### config.mk
export PLATFORM = sky130hd
export DESIGN_NAME = iob_ibex2axi_mo
export DESIGN_NICKNAME = d
export VERILOG_FILES = /design/src/rtl/iob_ibex2axi_pkg.sv /design/src/rtl/iob_ibex2axi_ostd.sv /design/src/rtl/iob_ibex2axi_mo.sv
export SDC_FILE = /design/constraint.sdc
export NUM_CORES = 1
export LEC_CHECK = 0
export ABC_AREA = 1
export CORE_MARGIN = 8
export CORE_UTILIZATION = 37
export DETAILED_ROUTE_END_ITERATION = 16
export PLACE_DENSITY_LB_ADDON = 0.2
export SYNTH_ARGS = -nofsm -noshare
export SYNTH_HDL_FRONTEND = slang
export SYNTH_SLANG_ARGS = --single-unit
### constraint.sdc
create_clock -name clk_i -period 4.6 [get_ports clk_i]
set_input_delay 0.92 -clock clk_i [delete_from_list [all_inputs] [get_ports clk_i]]
set_output_delay 0.92 -clock clk_i [all_outputs]
set_load 0.01 [all_outputs]
### src/rtl/iob_ibex2axi_pkg.sv
// Shared constants and types for the Ibex LSU to AXI4 bridge.
package iob_ibex2axi_pkg;

  localparam logic [1:0] AXI_RESP_OKAY   = 2'b00;
  localparam logic [1:0] AXI_RESP_EXOKAY = 2'b01;
  localparam logic [1:0] AXI_RESP_SLVERR = 2'b10;
  localparam logic [1:0] AXI_RESP_DECERR = 2'b11;

  localparam logic [2:0] AXI_SIZE_4B    = 3'b010;
  localparam logic [1:0] AXI_BURST_INCR = 2'b01;
  localparam logic [3:0] AXI_CACHE_NONE = 4'b0000;
  localparam logic [3:0] AXI_QOS_NONE   = 4'b0000;

  typedef enum logic {
    DIR_RD = 1'b0,
    DIR_WR = 1'b1
  } dir_e;

  // SLVERR and DECERR both carry bit 1 set.
  function automatic logic resp_is_err(input logic [1:0] resp);
    return resp[1];
  endfunction

endpackage

### src/rtl/iob_ibex2axi_ostd.sv
// Outstanding-transaction tracker: counter, direction register, grant
// qualification and response acceptance.
module iob_ibex2axi_ostd
  import iob_ibex2axi_pkg::*;
#(
  parameter int unsigned MAX_OSTD = 4,
  parameter int unsigned CNT_W    = 3
) (
  input  logic clk_i,
  input  logic cke_i,
  input  logic arst_i,
  input  logic req_i,
  input  logic we_i,
  input  logic slot_free_i,
  input  logic r_beat_i,
  input  logic b_beat_i,
  output logic gnt_o,
  output logic r_acc_o,
  output logic b_acc_o
);

  logic [CNT_W-1:0] cnt_q, cnt_d;
  dir_e             dir_q;
  logic             cnt_zero;
  logic             room;
  logic             dir_ok;
  logic             rsp;

  assign cnt_zero = (cnt_q == '0);
  assign room     = (cnt_q < CNT_W'(MAX_OSTD));
  assign dir_ok   = cnt_zero || (dir_e'(we_i) == dir_q);

  // Grant is withheld while the clock is disabled so that no request is lost.
  assign gnt_o    = cke_i & req_i & room & dir_ok & slot_free_i;

  // Responses are only accepted when a matching transaction is outstanding.
  assign r_acc_o  = r_beat_i & ~cnt_zero & (dir_q == DIR_RD);
  assign b_acc_o  = b_beat_i & ~cnt_zero & (dir_q == DIR_WR);
  assign rsp      = r_acc_o | b_acc_o;

  // Next outstanding count: simultaneous grant and response cancel out.
  always_comb begin
    cnt_d = cnt_q;
    if (gnt_o && !rsp) begin
      cnt_d = cnt_q + CNT_W'(1);
    end else if (!gnt_o && rsp) begin
      cnt_d = cnt_q - CNT_W'(1);
    end
  end

  // Counter and direction registers.
  always_ff @(posedge clk_i or posedge arst_i) begin
    if (arst_i) begin
      cnt_q <= '0;
      dir_q <= DIR_RD;
    end else if (cke_i) begin
      cnt_q <= cnt_d;
      if (gnt_o && cnt_zero) begin
        dir_q <= dir_e'(we_i);
      end
    end
  end

endmodule

### src/rtl/iob_ibex2axi_mo.sv
// Ibex LSU to AXI4 single-beat bridge with multiple outstanding transactions.
// Optional macro IOB_IBEX2AXI_ID_CHK_EN enables ID/RLAST/stray-response
// checking with a sticky protocol-error flag.
module iob_ibex2axi_mo
  import iob_ibex2axi_pkg::*;
#(
  parameter int unsigned         AXI_ID_W    = 1,
  parameter int unsigned         AXI_ADDR_W  = 32,
  parameter int unsigned         AXI_DATA_W  = 32,
  parameter int unsigned         AXI_LEN_W   = 8,
  parameter int unsigned         IBEX_ADDR_W = 32,
  parameter int unsigned         MAX_OSTD    = 4,
  parameter logic [AXI_ID_W-1:0] AXI_ID      = '0,
  parameter logic [2:0]          AXI_PROT    = 3'b000
) (
  input  logic                    clk_i,
  input  logic                    cke_i,
  input  logic                    arst_i,
  // Ibex LSU
  input  logic                    ibex_req_i,
  input  logic                    ibex_we_i,
  input  logic [3:0]              ibex_be_i,
  input  logic [IBEX_ADDR_W-1:0]  ibex_addr_i,
  input  logic [31:0]             ibex_wdata_i,
  output logic                    ibex_gnt_o,
  output logic                    ibex_rvalid_o,
  output logic [31:0]             ibex_rdata_o,
  output logic                    ibex_err_o,
  // AW
  output logic                    awvalid_o,
  output logic [AXI_ADDR_W-1:0]   awaddr_o,
  output logic [AXI_ID_W-1:0]     awid_o,
  output logic [AXI_LEN_W-1:0]    awlen_o,
  output logic [2:0]              awsize_o,
  output logic [1:0]              awburst_o,
  output logic                    awlock_o,
  output logic [3:0]              awcache_o,
  output logic [3:0]              awqos_o,
  output logic [2:0]              awprot_o,
  input  logic                    awready_i,
  // W
  output logic                    wvalid_o,
  output logic [AXI_DATA_W-1:0]   wdata_o,
  output logic [3:0]              wstrb_o,
  output logic                    wlast_o,
  input  logic                    wready_i,
  // B
  input  logic                    bvalid_i,
  input  logic [1:0]              bresp_i,
  input  logic [AXI_ID_W-1:0]     bid_i,
  output logic                    bready_o,
  // AR
  output logic                    arvalid_o,
  output logic [AXI_ADDR_W-1:0]   araddr_o,
  output logic [AXI_ID_W-1:0]     arid_o,
  output logic [AXI_LEN_W-1:0]    arlen_o,
  output logic [2:0]              arsize_o,
  output logic [1:0]              arburst_o,
  output logic                    arlock_o,
  output logic [3:0]              arcache_o,
  output logic [3:0]              arqos_o,
  output logic [2:0]              arprot_o,
  input  logic                    arready_i,
  // R
  input  logic                    rvalid_i,
  input  logic [AXI_DATA_W-1:0]   rdata_i,
  input  logic [1:0]              rresp_i,
  input  logic [AXI_ID_W-1:0]     rid_i,
  input  logic                    rlast_i,
  output logic                    rready_o,
  output logic                    prot_err_o
);

  localparam int unsigned CNT_W = $clog2(MAX_OSTD + 1);

  logic                  ar_valid_q;
  logic [AXI_ADDR_W-1:0] ar_addr_q;
  logic                  aw_valid_q;
  logic [AXI_ADDR_W-1:0] aw_addr_q;
  logic                  w_valid_q;
  logic [AXI_DATA_W-1:0] w_data_q;
  logic [3:0]            w_strb_q;

  logic                  rsp_valid_q;
  logic [31:0]           rsp_data_q;
  logic                  rsp_err_q;

  logic                  gnt;
  logic                  slot_free;
  logic                  r_acc;
  logic                  b_acc;
  logic [AXI_ADDR_W-1:0] req_addr;
  logic                  r_bad;
  logic                  b_bad;
  logic                  stray;

  assign req_addr  = {ibex_addr_i[AXI_ADDR_W-1:2], 2'b00};
  assign slot_free = ibex_we_i ? (~aw_valid_q & ~w_valid_q) : ~ar_valid_q;

  iob_ibex2axi_ostd #(
    .MAX_OSTD (MAX_OSTD),
    .CNT_W    (CNT_W)
  ) u_ostd (
    .clk_i       (clk_i),
    .cke_i       (cke_i),
    .arst_i      (arst_i),
    .req_i       (ibex_req_i),
    .we_i        (ibex_we_i),
    .slot_free_i (slot_free),
    .r_beat_i    (rvalid_i),
    .b_beat_i    (bvalid_i),
    .gnt_o       (gnt),
    .r_acc_o     (r_acc),
    .b_acc_o     (b_acc)
  );

  assign ibex_gnt_o = gnt;

  // Read address channel register.
  always_ff @(posedge clk_i or posedge arst_i) begin
    if (arst_i) begin
      ar_valid_q <= 1'b0;
      ar_addr_q  <= '0;
    end else if (cke_i) begin
      if (gnt && !ibex_we_i) begin
        ar_valid_q <= 1'b1;
        ar_addr_q  <= req_addr;
      end else if (ar_valid_q && arready_i) begin
        ar_valid_q <= 1'b0;
      end
    end
  end

  // Write address channel register.
  always_ff @(posedge clk_i or posedge arst_i) begin
    if (arst_i) begin
      aw_valid_q <= 1'b0;
      aw_addr_q  <= '0;
    end else if (cke_i) begin
      if (gnt && ibex_we_i) begin
        aw_valid_q <= 1'b1;
        aw_addr_q  <= req_addr;
      end else if (aw_valid_q && awready_i) begin
        aw_valid_q <= 1'b0;
      end
    end
  end

  // Write data channel register, completes independently of AW.
  always_ff @(posedge clk_i or posedge arst_i) begin
    if (arst_i) begin
      w_valid_q <= 1'b0;
      w_data_q  <= '0;
      w_strb_q  <= '0;
    end else if (cke_i) begin
      if (gnt && ibex_we_i) begin
        w_valid_q <= 1'b1;
        w_data_q  <= ibex_wdata_i;
        w_strb_q  <= ibex_be_i;
      end else if (w_valid_q && wready_i) begin
        w_valid_q <= 1'b0;
      end
    end
  end

`ifdef IOB_IBEX2AXI_ID_CHK_EN
  logic prot_err_q;

  assign r_bad = (rid_i != AXI_ID) | ~rlast_i;
  assign b_bad = (bid_i != AXI_ID);
  assign stray = (rvalid_i & ~r_acc) | (bvalid_i & ~b_acc);

  // Sticky protocol-error flag.
  always_ff @(posedge clk_i or posedge arst_i) begin
    if (arst_i) begin
      prot_err_q <= 1'b0;
    end else if (cke_i) begin
      if ((r_acc && r_bad) || (b_acc && b_bad) || stray) begin
        prot_err_q <= 1'b1;
      end
    end
  end

  assign prot_err_o = prot_err_q;
`else
  logic unused_id_chk;

  assign r_bad         = 1'b0;
  assign b_bad         = 1'b0;
  assign stray         = 1'b0;
  assign unused_id_chk = ^{rid_i, bid_i, rlast_i, stray};
  assign prot_err_o    = 1'b0;
`endif

  // Response stage: one-cycle pulse to Ibex per accepted R or B beat.
  always_ff @(posedge clk_i or posedge arst_i) begin
    if (arst_i) begin
      rsp_valid_q <= 1'b0;
      rsp_data_q  <= '0;
      rsp_err_q   <= 1'b0;
    end else if (cke_i) begin
      rsp_valid_q <= r_acc | b_acc;
      if (r_acc) begin
        rsp_data_q <= rdata_i;
        rsp_err_q  <= resp_is_err(rresp_i) | r_bad;
      end else if (b_acc) begin
        rsp_data_q <= '0;
        rsp_err_q  <= resp_is_err(bresp_i) | b_bad;
      end
    end
  end

  logic unused_in;
  assign unused_in = ^{ibex_addr_i, rresp_i[0], bresp_i[0]};

  assign ibex_rvalid_o = rsp_valid_q;
  assign ibex_rdata_o  = rsp_data_q;
  assign ibex_err_o    = rsp_err_q;

  assign awvalid_o = aw_valid_q;
  assign awaddr_o  = aw_addr_q;
  assign awid_o    = AXI_ID;
  assign awlen_o   = '0;
  assign awsize_o  = AXI_SIZE_4B;
  assign awburst_o = AXI_BURST_INCR;
  assign awlock_o  = 1'b0;
  assign awcache_o = AXI_CACHE_NONE;
  assign awqos_o   = AXI_QOS_NONE;
  assign awprot_o  = AXI_PROT;

  assign wvalid_o  = w_valid_q;
  assign wdata_o   = w_data_q;
  assign wstrb_o   = w_strb_q;
  assign wlast_o   = 1'b1;

  assign bready_o  = 1'b1;

  assign arvalid_o = ar_valid_q;
  assign araddr_o  = ar_addr_q;
  assign arid_o    = AXI_ID;
  assign arlen_o   = '0;
  assign arsize_o  = AXI_SIZE_4B;
  assign arburst_o = AXI_BURST_INCR;
  assign arlock_o  = 1'b0;
  assign arcache_o = AXI_CACHE_NONE;
  assign arqos_o   = AXI_QOS_NONE;
  assign arprot_o  = AXI_PROT;

  assign rready_o  = 1'b1;

endmodule

Word level (Yosys, flattened, before mapping)
Cells that the tools add are included.
- register bits: 137
- input bits: 117
- output and inout port bits: 194
- logic and storage cells: 70
- $add $sub $neg: 2
- magnitude comparators: 1
- eq/ne operators: 1
- mux-type cells: 13
- bitwise logic cells: 15
- reduce and logical (&&, ||, !) cells: 26
- operators by type and width (operator ; number):
    two-way mux 32 bit ; 2
    AND reduction 2 bit ; 8
    nonzero test 2 bit ; 5
    bitwise AND 1 bit ; 9
    two-way mux 1 bit ; 9
    logical AND 1 bit ; 8
    two-way mux 3 bit ; 2
    NOT 1 bit ; 5
    adder 3 x 1 -> 3 bit (second input constant) ; 1
    logical NOT 1 bit ; 3
    logical NOT 3 bit ; 1
    < comparator 3 bit (second input constant) ; 1
    subtractor 3 x 1 -> 3 bit (second input constant) ; 1
    equality test 1 bit ; 1
    logical OR 1 bit ; 1
    OR 1 bit ; 1

Depth between registers and ports, before layout
- depth in word-level cells: 9
- mapped depth: 14
- depth with buffers taken out: 11

By module
From an unflattened synthesis, not the netlist that was laid out.
- cells, all modules: 685
- area, all modules: 5975.7 µm²
- modules (own cells, without submodules) (module ; instances ; cells each ; area an instance (µm²)):
    iob_ibex2axi_mo ; 1 ; 643 ; 5662.9
    iob_ibex2axi_ostd ; 1 ; 42 ; 312.8

Least setup slack after synthesis
Ideal clock, no wire load.
- path type: input -> register
- start point: in cke_i
- end point: reg u_ostd.cnt_q[2]
- library setup time: 0.079 ns
- arrival: 2.832 ns
- data required time: 4.521 ns
- path slack: 1.689 ns
- stages: 14
- path buffers: 3
- path through: buf_4 -> nand2_1 -> nor2_1 -> nand2_1 -> nor2_4 -> buf_6 -> buf_6 -> and2_1 -> ha_1 -> inv_1 -> fa_1 -> or2_2 -> nand3_1 -> xor2_1
- cells in the longest elaborated chain, start to end: 8
- elaborated cells on any way between the ends: 10
- classes of those cells: mux (1); bitwise (4); reduce/logical (5)
- RTL lines (item ; RTL line ; text):
    start: declaration ; iob_ibex2axi_mo.sv:17 ; input logic cke_i,
    bitwise AND 1 bit * (4 in a row) ; iob_ibex2axi_ostd.sv:34 ; assign gnt_o = cke_i & req_i & room & dir_ok & slot_free_i;
    via ibex_gnt_o ; iob_ibex2axi_mo.sv:25 ; output logic ibex_gnt_o,
    logical NOT 1 bit ; iob_ibex2axi_ostd.sv:46 ; end else if (!gnt_o && rsp) begin
    logical AND 1 bit ; iob_ibex2axi_ostd.sv:46 ;
    nonzero test 2 bit (no source line) ; n/a ;
    AND reduction 2 bit (no source line) ; n/a ;
    end signal: assignment ; iob_ibex2axi_ostd.sv:57 ; cnt_q <= cnt_d;
    end: declaration ; iob_ibex2axi_ostd.sv:22 ; logic [CNT_W-1:0] cnt_q, cnt_d;
The timed path passes the listed nets; every way through them passes the cells marked *.
A chain may end at the register's enable or synchronous reset.

Final worst setup path
- start point: in cke_i
- end point: out ibex_gnt_o
- cells in the longest elaborated chain, start to end: 4
- RTL lines (item ; RTL line):
    bitwise AND 1 bit (4 in a row) ; iob_ibex2axi_ostd.sv:34
    end: declaration ; iob_ibex2axi_mo.sv:25
No other way between the ends.

==> metrics.txt <==
# TYPE chip_impl_metric gauge
chip_impl_info{name="status",value="finished, final reports clean"} 1
chip_impl_metric{name="routed_via_density",unit=""} 4.61
chip_impl_metric{name="maxCapViolations",unit=""} 0
chip_impl_metric{name="hpwl",unit="mm"} 13.0
chip_impl_metric{name="skew",unit="ns"} 0.0107
chip_impl_metric{name="dieWidth",unit="µm"} 145
chip_impl_metric{name="synthesis.instances",unit=""} 695
chip_impl_metric{name="cts_hold_repair.buffers",unit=""} 0
chip_impl_metric{name="antenna_cells",unit=""} 0
chip_impl_metric{name="cts.sink_count",unit=""} 137
chip_impl_metric{name="drt_pre_antenna_iters",unit=""} 4
chip_impl_metric{name="worst_ir_drop_vdd",unit="mV"} 0.250
chip_impl_metric{name="vias",unit=""} 5292
chip_impl_metric{name="cpPeakStageDelay",unit="ns"} 0.64
chip_impl_metric{name="synthAdderAreaFrac",unit=""} 0.00527
chip_impl_metric{name="p_leak",unit="nW"} 4.47
chip_impl_metric{name="grt_first_pass_wirelength",unit="mm"} 31.1
chip_impl_metric{name="post_synth_num_cell_types",unit=""} 22
chip_impl_metric{name="post_cts_resize_count",unit=""} 0
chip_impl_metric{name="pwr_density_cell",unit="mW/mm²"} 648
chip_impl_metric{name="dieArea",unit="mm²"} 0.0211
chip_impl_info{name="rsz0062_at_grt",value="no"} 1
chip_impl_metric{name="post_synth_and_or_nand_nor_area_fraction",unit=""} 0.306
chip_impl_metric{name="port-buffer-count",unit=""} 243
chip_impl_metric{name="critical_path_arrival",unit="ns"} 2.71
chip_impl_info{name="worstPathCellList",value="clkdlybuf4s50_1 -> nand2_1 -> nor2_1 -> nand2_1 -> nor2_4 -> and2_1 -> clkdlybuf4s50_1"} 1
chip_impl_metric{name="routabilityCongestion",unit=""} 0.735
chip_impl_info{name="holdCritStartpoint",value="awaddr_o[10]"} 1
chip_impl_metric{name="synth_warnings",unit=""} 0
chip_impl_metric{name="mean_routed_wirelength_per_cell",unit="µm"} 16.6
chip_impl_metric{name="critical_path_required",unit="ns"} 3.68
chip_impl_metric{name="die_h",unit="µm"} 145
chip_impl_info{name="worst_r2r_startpoint",value="wvalid_o"} 1
chip_impl_metric{name="clk-insertion-delay-late",unit="ns"} 0.41
chip_impl_info{name="most-common-layout-cells",value="316 x sky130_fd_sc_hd__nand2_1, 242 x sky130_fd_sc_hd__clkdlybuf4s50_1, 137 x sky130_fd_sc_hd__dfrtp_1"} 1
chip_impl_metric{name="grt_antenna_before_repair",unit=""} 0
chip_impl_info{name="final_common_cell",value="sky130_fd_sc_hd__nand2_1"} 1
chip_impl_metric{name="fp.coreArea",unit="mm²"} 0.0165
chip_impl_metric{name="synth-compound-area-share",unit=""} 0.000811
chip_impl_metric{name="clock_buffers_created_by_tritoncts",unit=""} 17
chip_impl_metric{name="grt-ovfl-total",unit=""} 0
chip_impl_info{name="main_combinational_cell_family_by_area_after_synthesis",value="simple AND/OR/NAND/NOR gates"} 1
chip_impl_metric{name="synth.area.mux_share",unit=""} 0.00182
chip_impl_metric{name="globalRouteTotalUtil",unit=""} 0.181
chip_impl_info{name="clock_root_cell",value="sky130_fd_sc_hd__clkbuf_16"} 1
chip_impl_metric{name="cts.path.max_buffers",unit=""} 2
chip_impl_metric{name="fmax",unit="GHz"} 0.275
chip_impl_metric{name="finalSetupViolations",unit=""} 0
chip_impl_metric{name="cts.repair_timing.setup_buffer_count",unit=""} 0
chip_impl_metric{name="syn_area",unit="mm²"} 0.00617
chip_impl_metric{name="final_util",unit=""} 0.552
chip_impl_metric{name="cts_max_level",unit=""} 4
chip_impl_metric{name="post-layout-total-power",unit="mW"} 5.89
chip_impl_metric{name="grt_max_degree",unit=""} 79
chip_impl_metric{name="report.final.hold_viol_count",unit=""} 0
chip_impl_info{name="crit_path_start_kind",value="input port"} 1
chip_impl_metric{name="post_route_cells_drive_above_1_share",unit=""} 0.0550
chip_impl_metric{name="detail_route.drc_violations",unit=""} 0
chip_impl_metric{name="tns",unit="ns"} 0
chip_impl_metric{name="detail-route-antenna-nets",unit=""} 0
chip_impl_metric{name="period_minus_ws_final",unit="ns"} 3.63
chip_impl_metric{name="synth-seq-area-share",unit=""} 0.555
chip_impl_metric{name="buffer_and_inverter_count_on_the_worst_path",unit=""} 2
chip_impl_info{name="clock_tree_from_tritoncts",value="done"} 1
chip_impl_metric{name="drt-initial-drc-count",unit=""} 245
chip_impl_metric{name="cell_count_of_the_worst_reg_to_reg_path",unit=""} 9
chip_impl_metric{name="fill_cells",unit=""} 1514
chip_impl_metric{name="r2r_slack",unit="ns"} 2.05
chip_impl_info{name="critical-path-top-delay-family",value="buffers and inverters"} 1
chip_impl_metric{name="area_delta_synth_final",unit="%"} 47.3
chip_impl_info{name="worst_hold_path_type",value="reg -> reg"} 1
chip_impl_metric{name="path_clk_slew",unit="ns"} 0.06
chip_impl_metric{name="floorplan.io_pins",unit=""} 311
chip_impl_metric{name="max_slew_violation_total_from_the_final_report",unit=""} 0
chip_impl_info{name="worstReg2RegEnd",value="wdata_o[23]"} 1
chip_impl_info{name="critPathKind",value="in -> out"} 1
chip_impl_metric{name="core.rowCount",unit=""} 47
chip_impl_metric{name="postSynthAreaPerCell",unit="µm²"} 8.88
chip_impl_metric{name="hold_depth",unit=""} 2
chip_impl_info{name="critical_path_end_type",value="primary output"} 1
chip_impl_metric{name="ys_seq_elements",unit=""} 137
chip_impl_metric{name="num-nets-final",unit=""} 1034
chip_impl_metric{name="starting_density",unit=""} 0.375
chip_impl_metric{name="relative_slew_margins",unit=""} 0.450
chip_impl_metric{name="wirelength",unit="mm"} 19.0
chip_impl_metric{name="timing_worst_slew_pin_value",unit="ns"} 0.826
chip_impl_metric{name="timing.final.crit_share",unit=""} 0.790
chip_impl_metric{name="synth-xor-area-share",unit=""} 0.00284
chip_impl_info{name="whs_endpoint",value="awaddr_o[10]"} 1
chip_impl_metric{name="peak_fanout_along_the_critical_path",unit=""} 7
chip_impl_info{name="slowest_stage",value="sky130_fd_sc_hd__clkdlybuf4s50_1"} 1
chip_impl_metric{name="grt_pass1_vias",unit=""} 5364
## final cells by class
type                            instances  area [µm²]  area share
Clock buffer                           20         467      0.0513
Clock inverter                         11         170      0.0187
Inverter                               10        45.0     0.00496
Multi-Input combinational cell        496        2190       0.241
Sequential cell                       137        3430       0.377
Tap cell                              220         275      0.0303
Timing Repair Buffer                  253        2510       0.277
## metrics by stage
stage               instance area [µm²]  setup slack, ns  hold WS, ns  cells
finish                             9090            0.968        0.467   1147
global route                       9090            0.751        0.483   1147
CTS                                9090            0.943        0.472   1147
detailed placement                 8450            0.795        0.457   1116
global placement                   8450            0.822        0.452   1116
floorplan                          6390           0.0122        0.499    753
## cells in the mapped netlist
| library cell | n | share of area |
|---|---|---|
| sky130_fd_sc_hd__buf_1 | 1 | 0.00061 |
| sky130_fd_sc_hd__buf_6 | 7 | 0.013 |
| sky130_fd_sc_hd__nor2_4 | 1 | 0.0018 |
| sky130_fd_sc_hd__buf_4 | 64 | 0.078 |
| sky130_fd_sc_hd__inv_4 | 1 | 0.0010 |
| sky130_fd_sc_hd__nand3_2 | 2 | 0.0032 |
| sky130_fd_sc_hd__o21ai_1 | 1 | 0.00081 |
| sky130_fd_sc_hd__mux2_2 | 1 | 0.0018 |
| sky130_fd_sc_hd__buf_2 | 30 | 0.024 |
| sky130_fd_sc_hd__inv_1 | 9 | 0.0055 |
| sky130_fd_sc_hd__dfrtp_1 | 137 | 0.56 |
| sky130_fd_sc_hd__or2_2 | 1 | 0.0010 |
| sky130_fd_sc_hd__nand4_1 | 97 | 0.098 |
| sky130_fd_sc_hd__xor2_1 | 2 | 0.0028 |
| sky130_fd_sc_hd__clkbuf_1 | 8 | 0.0049 |
| sky130_fd_sc_hd__conb_1 | 2 | 0.0012 |
| sky130_fd_sc_hd__ha_1 | 1 | 0.0020 |
| sky130_fd_sc_hd__fa_1 | 1 | 0.0032 |
| sky130_fd_sc_hd__nand2_1 | 317 | 0.19 |
| sky130_fd_sc_hd__and2_1 | 1 | 0.0010 |
| sky130_fd_sc_hd__nand3_1 | 4 | 0.0032 |
| sky130_fd_sc_hd__nor2_1 | 7 | 0.0043 |
## power by group
group,internal [mW],switching [mW]
Combinational,1.21,1.17
Clock,0.948,0.512
Sequential,1.75,0.304
Total,3.91,1.98
## worst max path at each step
stage / slack (ns) / from / endpoint / depth (start not counted)
after CTS: 0.94 / cke_i / ibex_gnt_o / 7
after global routing: 0.75 / cke_i / ibex_gnt_o / 7
final: 0.97 / cke_i / ibex_gnt_o / 7
after floorplan: 0.01 / arst_i / araddr_o[10] / 1
after global placement: 0.82 / cke_i / wdata_o[20] / 11
after detailed placement: 0.79 / cke_i / wdata_o[31] / 11
## routing by layer
layer,up-vias,part of all wire,GRT usage
met2,203,0.45,0.271
li1,2574,-,-
met4,0,0.010,0.0458
met3,14,0.10,0.0861
met5,-,0,0
met1,2501,0.44,0.230
## cells by family after synthesis
logic type,Yosys count
simple gates,430
flops,137
buf+inv,120
fa+ha+maj,2
other cells,2
xor+xnor,2
compound gates,1
mux,1
## sequential cells by signal, summed over array words and instances, names as in the netlist, 3 cells and up
register	count
ibex_rdata_o	32
wstrb_o	4
wdata_o	32
u_ostd.cnt_q	3
awaddr_o	30
araddr_o	30
## worst reg2reg max path, delay by kind of cell, from the launching register on
| kind | cells | cell delay (ns) |
|---|---|---|
| and+or+nand+nor | 6 | 0.69 |
| DFF | 1 | 0.39 |
| buffers and inverters | 3 | 1.37 |
No activity file was read; power rests on OpenSTA's default activity.
